--- src/rtl/multiplex_display_n.sv ---
// -----------------------------------------------------------------------------
// multiplex_display_n
//
// Time-multiplexed driver for NUM_DIGITS common-anode 7-segment digits.
// Each digit owns a slot of REFRESH_CNT clocks. The first GHOST_CNT clocks of
// every slot keep all digits dark so the previous digit's charge can drain
// (anti-ghosting). The rest of the slot is PWM-gated by a brightness code
// that is sampled once per slot. Digit data and decimal points are captured
// into a snapshot once per frame, so a frame never shows a mix of old and
// new values.
//
// Optional build macro:
//   LZ_BLANK_EN  - when defined, leading zeros in the snapshot are blanked
//                  (digit 0 is never blanked; decimal points still honoured).
//
// Parameters:
//   NUM_DIGITS   number of digits (2..8)
//   REFRESH_CNT  clocks per digit slot (> GHOST_CNT + 1)
//   GHOST_CNT    dark clocks at the start of each slot (0..REFRESH_CNT-2)
//   BRIGHT_W     width of the brightness code
//
// Ports:
//   clk              system clock
//   rst              asynchronous reset, active-high
//   digits_i         hex nibbles, digit k in bits [4k+3:4k], digit 0 rightmost
//   dp_i             per-digit decimal point request, active-high
//   display_en       0 blanks the display; counters keep running
//   brightness       PWM duty code
//   segments         active-low segments, [0]=a .. [6]=g
//   dp               active-low decimal point
//   enable_displays  active-low digit enables, at most one low
//   digit_idx        index of the current slot
//   frame_tick       one-cycle pulse in the first cycle of every frame
// -----------------------------------------------------------------------------
module multiplex_display_n #(
  parameter int NUM_DIGITS  = 4,
  parameter int REFRESH_CNT = 1000,
  parameter int GHOST_CNT   = 8,
  parameter int BRIGHT_W    = 4
) (
  input  logic                          clk,
  input  logic                          rst,
  input  logic [4*NUM_DIGITS-1:0]       digits_i,
  input  logic [NUM_DIGITS-1:0]         dp_i,
  input  logic                          display_en,
  input  logic [BRIGHT_W-1:0]           brightness,
  output logic [6:0]                    segments,
  output logic                          dp,
  output logic [NUM_DIGITS-1:0]         enable_displays,
  output logic [$clog2(NUM_DIGITS)-1:0] digit_idx,
  output logic                          frame_tick
);

  localparam int IDX_W = $clog2(NUM_DIGITS);
  localparam int CNT_W = $clog2(REFRESH_CNT);

  localparam logic [CNT_W-1:0] SLOT_LAST = CNT_W'(REFRESH_CNT - 1);
  localparam logic [CNT_W-1:0] GHOST_END = CNT_W'(GHOST_CNT);
  localparam logic [IDX_W-1:0] IDX_LAST  = IDX_W'(NUM_DIGITS - 1);

  // Active-low g..a pattern for one hex nibble.
  function automatic logic [6:0] hex_to_seg(input logic [3:0] hex);
    logic [6:0] seg;
    case (hex)
      4'h0:    seg = 7'b1000000;
      4'h1:    seg = 7'b1111001;
      4'h2:    seg = 7'b0100100;
      4'h3:    seg = 7'b0110000;
      4'h4:    seg = 7'b0011001;
      4'h5:    seg = 7'b0010010;
      4'h6:    seg = 7'b0000010;
      4'h7:    seg = 7'b1111000;
      4'h8:    seg = 7'b0000000;
      4'h9:    seg = 7'b0010000;
      4'hA:    seg = 7'b0001000;
      4'hB:    seg = 7'b0000011;
      4'hC:    seg = 7'b1000110;
      4'hD:    seg = 7'b0100001;
      4'hE:    seg = 7'b0000110;
      default: seg = 7'b0001110;
    endcase
    return seg;
  endfunction

  // Timing and data state.
  logic [CNT_W-1:0]                slot_q, slot_d;
  logic [IDX_W-1:0]                idx_q, idx_d;
  logic [BRIGHT_W-1:0]             pwm_q, pwm_d;
  logic [BRIGHT_W-1:0]             bright_q, bright_d;
  logic [NUM_DIGITS-1:0][3:0]      snap_q, snap_d;
  logic [NUM_DIGITS-1:0]           dp_snap_q, dp_snap_d;
  logic                            slot_wrap;
  logic                            frame_wrap;

  // Next values of the output registers.
  logic                            lit_d;
  logic [6:0]                      seg_d;
  logic                            dp_d;
  logic [NUM_DIGITS-1:0]           en_d;

  // Slot/frame sequencing. The brightness code and the digit snapshot are
  // only sampled on wrap edges, so mid-slot or mid-frame input changes stay
  // invisible until the next boundary.
  always_comb begin
    slot_wrap  = (slot_q == SLOT_LAST);
    frame_wrap = slot_wrap && (idx_q == IDX_LAST);

    slot_d = slot_wrap ? '0 : slot_q + 1'b1;
    pwm_d  = slot_wrap ? '0 : pwm_q + 1'b1;

    idx_d = idx_q;
    if (slot_wrap) begin
      idx_d = (idx_q == IDX_LAST) ? '0 : idx_q + 1'b1;
    end

    bright_d = slot_wrap ? brightness : bright_q;

    snap_d    = snap_q;
    dp_snap_d = dp_snap_q;
    if (frame_wrap) begin
      snap_d    = digits_i;
      dp_snap_d = dp_i;
    end
  end

  always_ff @(posedge clk or posedge rst) begin
    if (rst) begin
      slot_q    <= '0;
      idx_q     <= '0;
      pwm_q     <= '0;
      bright_q  <= '0;
      snap_q    <= '0;
      dp_snap_q <= '0;
    end else begin
      slot_q    <= slot_d;
      idx_q     <= idx_d;
      pwm_q     <= pwm_d;
      bright_q  <= bright_d;
      snap_q    <= snap_d;
      dp_snap_q <= dp_snap_d;
    end
  end

`ifdef LZ_BLANK_EN
  // Leading-zero mask over the snapshot that will be visible next cycle.
  // Scanning from the top digit down, a digit is blanked while no nonzero
  // digit has been seen at or above it. Digit 0 always shows.
  logic [NUM_DIGITS-1:0] lz_mask;
  logic                  seen_nz;

  always_comb begin
    lz_mask = '0;
    seen_nz = 1'b0;
    for (int k = NUM_DIGITS - 1; k >= 1; k--) begin
      if (snap_d[k] != 4'h0) begin
        seen_nz = 1'b1;
      end
      lz_mask[k] = ~seen_nz;
    end
  end
`endif

  // Output decode works on the next-cycle view of the counters so that the
  // registered enables line up exactly with the slot they belong to: the
  // first cycle of a new slot is already dark, never a leftover of the old
  // digit. display_en is sampled here, which blanks within one cycle.
  always_comb begin
    lit_d = display_en && (slot_d >= GHOST_END) && (pwm_d <= bright_d);
    en_d  = '1;
    seg_d = 7'h7F;
    dp_d  = 1'b1;
    if (lit_d) begin
      en_d[idx_d] = 1'b0;
      seg_d       = hex_to_seg(snap_d[idx_d]);
`ifdef LZ_BLANK_EN
      if (lz_mask[idx_d]) begin
        seg_d = 7'h7F;
      end
`endif
      dp_d = ~dp_snap_d[idx_d];
    end
  end

  // Output registers; segments, dp and enables always move on the same edge.
  always_ff @(posedge clk or posedge rst) begin
    if (rst) begin
      segments        <= 7'h7F;
      dp              <= 1'b1;
      enable_displays <= '1;
      frame_tick      <= 1'b0;
    end else begin
      segments        <= seg_d;
      dp              <= dp_d;
      enable_displays <= en_d;
      frame_tick      <= frame_wrap;
    end
  end

  assign digit_idx = idx_q;

endmodule

--- config.mk ---
export PLATFORM = sky130hd
export DESIGN_NAME = multiplex_display_n
export DESIGN_NICKNAME = d
export VERILOG_FILES = /design/src/rtl/multiplex_display_n.sv
export SDC_FILE = /design/constraint.sdc
export NUM_CORES = 1
export LEC_CHECK = 0
export CAP_MARGIN = 20
export CORE_ASPECT_RATIO = 1.5
export CORE_MARGIN = 5
export CORE_UTILIZATION = 32
export DETAILED_ROUTE_END_ITERATION = 8
export PLACE_DENSITY_LB_ADDON = 0.2
export SETUP_SLACK_MARGIN = 0.3
export SYNTH_ARGS = -nofsm -noshare
export SYNTH_HDL_FRONTEND = slang
export SYNTH_SLANG_ARGS = --single-unit
--- constraint.sdc ---
create_clock -name clk -period 3.7 [get_ports clk]
set_clock_uncertainty 0.1 [all_clocks]
set_input_delay 0.37 -clock clk [delete_from_list [all_inputs] [get_ports clk]]
set_output_delay 0.37 -clock clk [all_outputs]
set_load 0.01 [all_outputs]
After elaboration in Yosys (flattened, before gate mapping)
Memory sizes are Yosys's and may differ from the RTL's. Index checks and enable logic that the tools add are counted.

Bits in latches: 0. Bits in registers: 53. Logic and storage cells: 45. Bits in read-only memories: 112. Memories kept: 1. Bits in writable memories: 0.

Memory list: (name not given) (depth 16, width 7, read ports 1, clocked after memory_dff 0, write ports 0, RTL line 64) `case (hex)`.

Equal/unequal tests: 2. Multiply operators: 0. Order comparisons: 4. Add/subtract/negate cells: 3. Divide/modulo/power cells: 0. Mux-type cells: 16. Bitwise operators: 2. Reduce and logical (&&, ||, !) cells: 4. Shift-type cells: 0.

Operator list (number): 2-to-1 mux 4 bit (5); 2-to-1 mux 16 bit (1); adder 10 x 1 -> 10 bit, second input constant (1); == test 10 bit, second input constant (1); >= comparator 10 x 4 -> 1 bit, second input constant (1); 2-to-1 mux 10 bit (1); binary-select mux 4 bit (select 2 bit) (1); 2-to-1 mux 7 bit (1); adder 4 x 1 -> 4 bit, second input constant (1); <= comparator 4 bit (1); logical AND 1 bit (4); 2-to-1 mux 2 bit (2); NOT 4 bit (1); < comparator 2 x 3 -> 1 bit, second input constant (1); 2-to-1 mux 1 bit (3); adder 2 x 1 -> 2 bit, second input constant (1); binary-select mux 1 bit (select 2 bit) (1); demux 1 bit (select 2 bit) (1); == test 2 bit, second input constant (1); >= comparator 2 x 1 -> 1 bit, second input constant (1); NOT 1 bit (1).

Depth between registers and ports, before layout
Word-level depth: 9. Depth in mapped cells: 16. Depth with buffers taken out: 14.

Worst setup path after synthesis
No wires, ideal clock.

Path kind: reg-to-reg. Start: register slot_q[0]. End: register segments[1]. Setup slack: 421 ps. Data required time: 3497 ps. Stages on the path, launching flop included: 17. Clock period less this slack: 3279 ps. Data arrival time: 3076 ps. Setup time: 103 ps. Path through: dfrtp_1 -> ha_1 -> and4bb_4 -> and3_4 -> buf_6 -> clkbuf_1 -> nand2_1 -> nand2_1 -> inv_1 -> ha_1 -> nor2b_1 -> o21a_1 -> o21a_1 -> o21ai_0 -> o211a_1 -> clkbuf_1 -> o221ai_1.

Elaborated cells between the ends (all ways): 16.

RTL lines: start: declaration (RTL line 86) `logic [CNT_W-1:0] slot_q, slot_d;`; start signal: assignment (RTL line 135) `slot_q <= slot_d;`; == test 10 bit (RTL line 105) `slot_wrap = (slot_q == SLOT_LAST);`; 2-to-1 mux 4 bit (RTL line 116) `bright_d = slot_wrap ? brightness : bright_q;`; via bright_d[1] (RTL line 89) `logic [BRIGHT_W-1:0] bright_q, bright_d;`; <= comparator 4 bit (RTL line 168) `lit_d = display_en && (slot_d >= GHOST_END) && (pwm_d <= bright_d);`; logical AND 1 bit (RTL line 168); 2-to-1 mux 7 bit (RTL line 172) `if (lit_d) begin`; via seg_d[1] (RTL line 97) `logic [6:0] seg_d;`; end signal: assignment (RTL line 192) `segments <= seg_d;`; end: declaration (RTL line 47) `output logic [6:0] segments,`.

The timed path passes the listed nets, and every way through them passes these cells. The select of a mux whose other input is x is not followed.

Final worst setup path
Start: register slot_q[0]. End: register segments[0].

Elaborated cells between the ends (all ways): 16.

RTL lines: == test 10 bit (RTL line 105); 2-to-1 mux 4 bit (RTL line 109) `pwm_d = slot_wrap ? '0 : pwm_q + 1'b1;`; via pwm_d[1] (RTL line 88) `logic [BRIGHT_W-1:0] pwm_q, pwm_d;`; <= comparator 4 bit (RTL line 168); logical AND 1 bit (RTL line 168); 2-to-1 mux 7 bit (RTL line 172); via seg_d[0] (RTL line 97).

The timed path passes the listed nets, and every way through them passes these cells. The select of a mux whose other input is x is not followed.

==> metrics.cfg <==
[timing]
setup-tns-final_ns=0
worst_pin_slew_ns=0.7527
finalCritPeriodShare_pct=85.38
slew_viol_final=0
finalSetupViolations=0
finalHoldViolations=0
max_freq_mhz=316.5
layout_min_cycle_time_ns=3.159
max_slew_margin_pct=49.75
rsz0062_at_grt=no

[pwr]
p_int_w=0.0009356
peakVddDrop_mv=0.2198
sequentialPowerShare_pct=50.7
power_switching_w=0.0002572
power_frac_clock_pct=39.7
pwr-share-comb_pct=9.5
switching_share_pct=21.57
p_per_area_nw_per_um2=352.0
power.leakage_nw=1.427

[finish]
area_growth_syn_to_layout_pct=26.72
nets=316
fillers=790
drive_gt1_share_pct=22.74
n_antenna_cell=0
post-route-util_pct=41.79

[clocking]
numCtsBuffers=5
clkTransAtPathRegs_ns=0.07
clkSinkCount=53
htreeDepth=2
root_buffer=clkbuf_16
clk_latency_ns=0.29
postCtsHoldBufs=0
max-clock-path-buffers=2
cts_tree=done

[synth]
syn_area_um2=2674
yosys-top-cells-area=dfrtp_1 38%, dfstp_2 12%, mux2_2 9.3%, ha_1 6.1%, nand2_1 4.5%
ys_async_sr_fraction_pct=100.0
ys_seq_elements=53
synth_area_per_cell_um2=11.78
synth_edf_count=0
syn_nets=267
ys_seq_area_share_pct=50.16
synth-main-ff-cell=dfrtp_1
synthTopCellsByCount=41 x dfrtp_1, 32 x nand2_1, 22 x mux2_2, 14 x inv_1, 13 x ha_1
syn_inst=227
synth_cell_types=42
synth_most_common_cell=dfrtp_1
synth_area_leader_cell=dfrtp_1
netlist.area_leader.share_pct=38.37
yosys_warnings=0

[global_routing]
grt_use_total_pct=11.27
grt_pass1_wl_um=9156
grt_max_degree=37
first_global_vias=1888
grt_overflow_total=0
antenna_found_initial=0

[floorplan]
initial_core_util_pct=32.98
die_x_um=84.64
die_y_um=122.0
core-area_um2=8108
num_rows=40
io_pins=42
die_area_um2=10320

[route]
postRouteWirelength_um=5342
drtPass1Iterations=4
antenna_left=0
drc=0
vias=1813
wire_per_inst_um=13.98
drt_iter0_markers=91
viasPerCell=4.746

[hold_path]
hold_path.class=reg -> reg

[critical_path]
critPathLaunchType=register
ff2ff_setup_slack_ns=0.54
required_ns=3.81
crit_type=reg -> reg
critPathMaxFanout=9
endpoint_kind=register
worst_ep_arrival_time_ns=3.27

[place]
io_buffers=41
gp_congestion=0.7643
dpl.hpwl_um=4116

[run]
drv_cap=0

[run_status]
status=finished clean

==> sequential cells by signal, indices dropped and copies added (netlist names) <==
register / count
snap_q: 16
dp: 1
digit_idx: 2
frame_tick: 1
pwm_q: 4
dp_snap_q: 4
slot_q: 10
enable_displays: 4
bright_q: 4
segments: 7
==> routing by layer <==
metal  up-vias  wire, um  global-route usage (%)
li1        898         -                       -
met1       881      2117                   12.28
met2        28      2899                   20.78
met3         6       211                   2.300
met4         0       115                   5.050
met5         -         0                       0
==> logic make-up after synthesis <==
kind of cell | count (synthesis) | share of synthesized area, %
compound gates | 30 | 8.470
xor+xnor | 6 | 1.966
fa+ha+maj | 13 | 6.083
buf+inv | 20 | 3.697
flops | 53 | 50.16
mux | 39 | 17.64
simple gates | 66 | 11.98
==> placed cells by master (no fill, tap or decap), types with 9 or more instances in the layout <==
cell              n
ha_1             13
inv_1            13
clkdlybuf4s50_1  41
nand2_1          32
mux2i_1           9
dfstp_2          12
mux2_2           22
nor2_1           10
dfrtp_1          41
==> power groups by stage <==
| stage | Sequential [W] | Combinational, W | Clock [W] |
|---|---|---|---|
| after floorplan | 0.000619 | 0.0000503 | 0 |
| after CTS | 0.000605 | 0.000114 | 0.000494 |
| after detailed placement | 0.000616 | 0.000113 | 0 |
| final | 0.000605 | 0.000114 | 0.000474 |
| after global routing | 0.000607 | 0.000126 | 0.000514 |
| after global placement | 0.000616 | 0.000112 | 0 |
==> through the flow <==
stage / hold slack, ns / cells / setup slack [ns] / cell area [um2] / power (W)
finish: 0.3686 / 382 / 0.5408 / 3388 / 0.001193
global route: 0.4005 / 382 / 0.3103 / 3388 / 0.001247
CTS: 0.3689 / 379 / 0.3210 / 3352 / 0.001213
detailed placement: 0.3530 / 371 / 0.2511 / 3199 / 0.0007292
global placement: 0.3466 / 371 / 0.4743 / 3199 / 0.0007278
floorplan: 0.3350 / 227 / 0.4207 / 2674 / 0.0006696
==> worst max-delay path: stages, from the launching register on <==
cell and delay (ns):
dfrtp_1 0.39, ha_1 0.25, and4bb_4 0.28, nand3_1 0.24, and2_1 0.27, ha_1 0.30
nor2b_1 0.13, o21a_1 0.16, o21a_1 0.15, o21ai_0 0.25, o211a_4 0.27, nor4b_2 0.21
a311oi_1 0.08
==> final cells by class <==
class	count	area (um2)	area share, %
inverter	14	52.55	1.551
clock inverter	2	13.76	0.4062
multi-input combinational	154	1247	36.82
clock buffer	6	138.9	4.099
sequential	53	1341	39.59
tap	105	131.4	3.877
timing repair buffer	48	462.9	13.66
==> worst paths after layout <==
kind | from | end | cells past startpoint
max | slot_q[0]$_DFF_PP0_ | segments[0]$_DFF_PP1_ | 12
min | dp_snap_q[0]$_DFF_PP0_ | dp_snap_q[0]$_DFF_PP0_ | 2
max reg2reg | slot_q[0]$_DFF_PP0_ | segments[0]$_DFF_PP1_ | 12
min reg2reg | dp_snap_q[0]$_DFF_PP0_ | dp_snap_q[0]$_DFF_PP0_ | 2
max in group asynchronous | rst | segments[4]$_DFF_PP1_ | 3
min in group asynchronous | rst | slot_q[3]$_DFF_PP0_ | 2
==> timing repair <==
item	in CTS	in global routing
gates resized for setup	1	2
setup endpoints to repair	1	2
pin swaps	0	1
setup buffers	0	3
endpoints found under the hold margin	0	0
No activity file was read; power rests on OpenSTA's default activity.
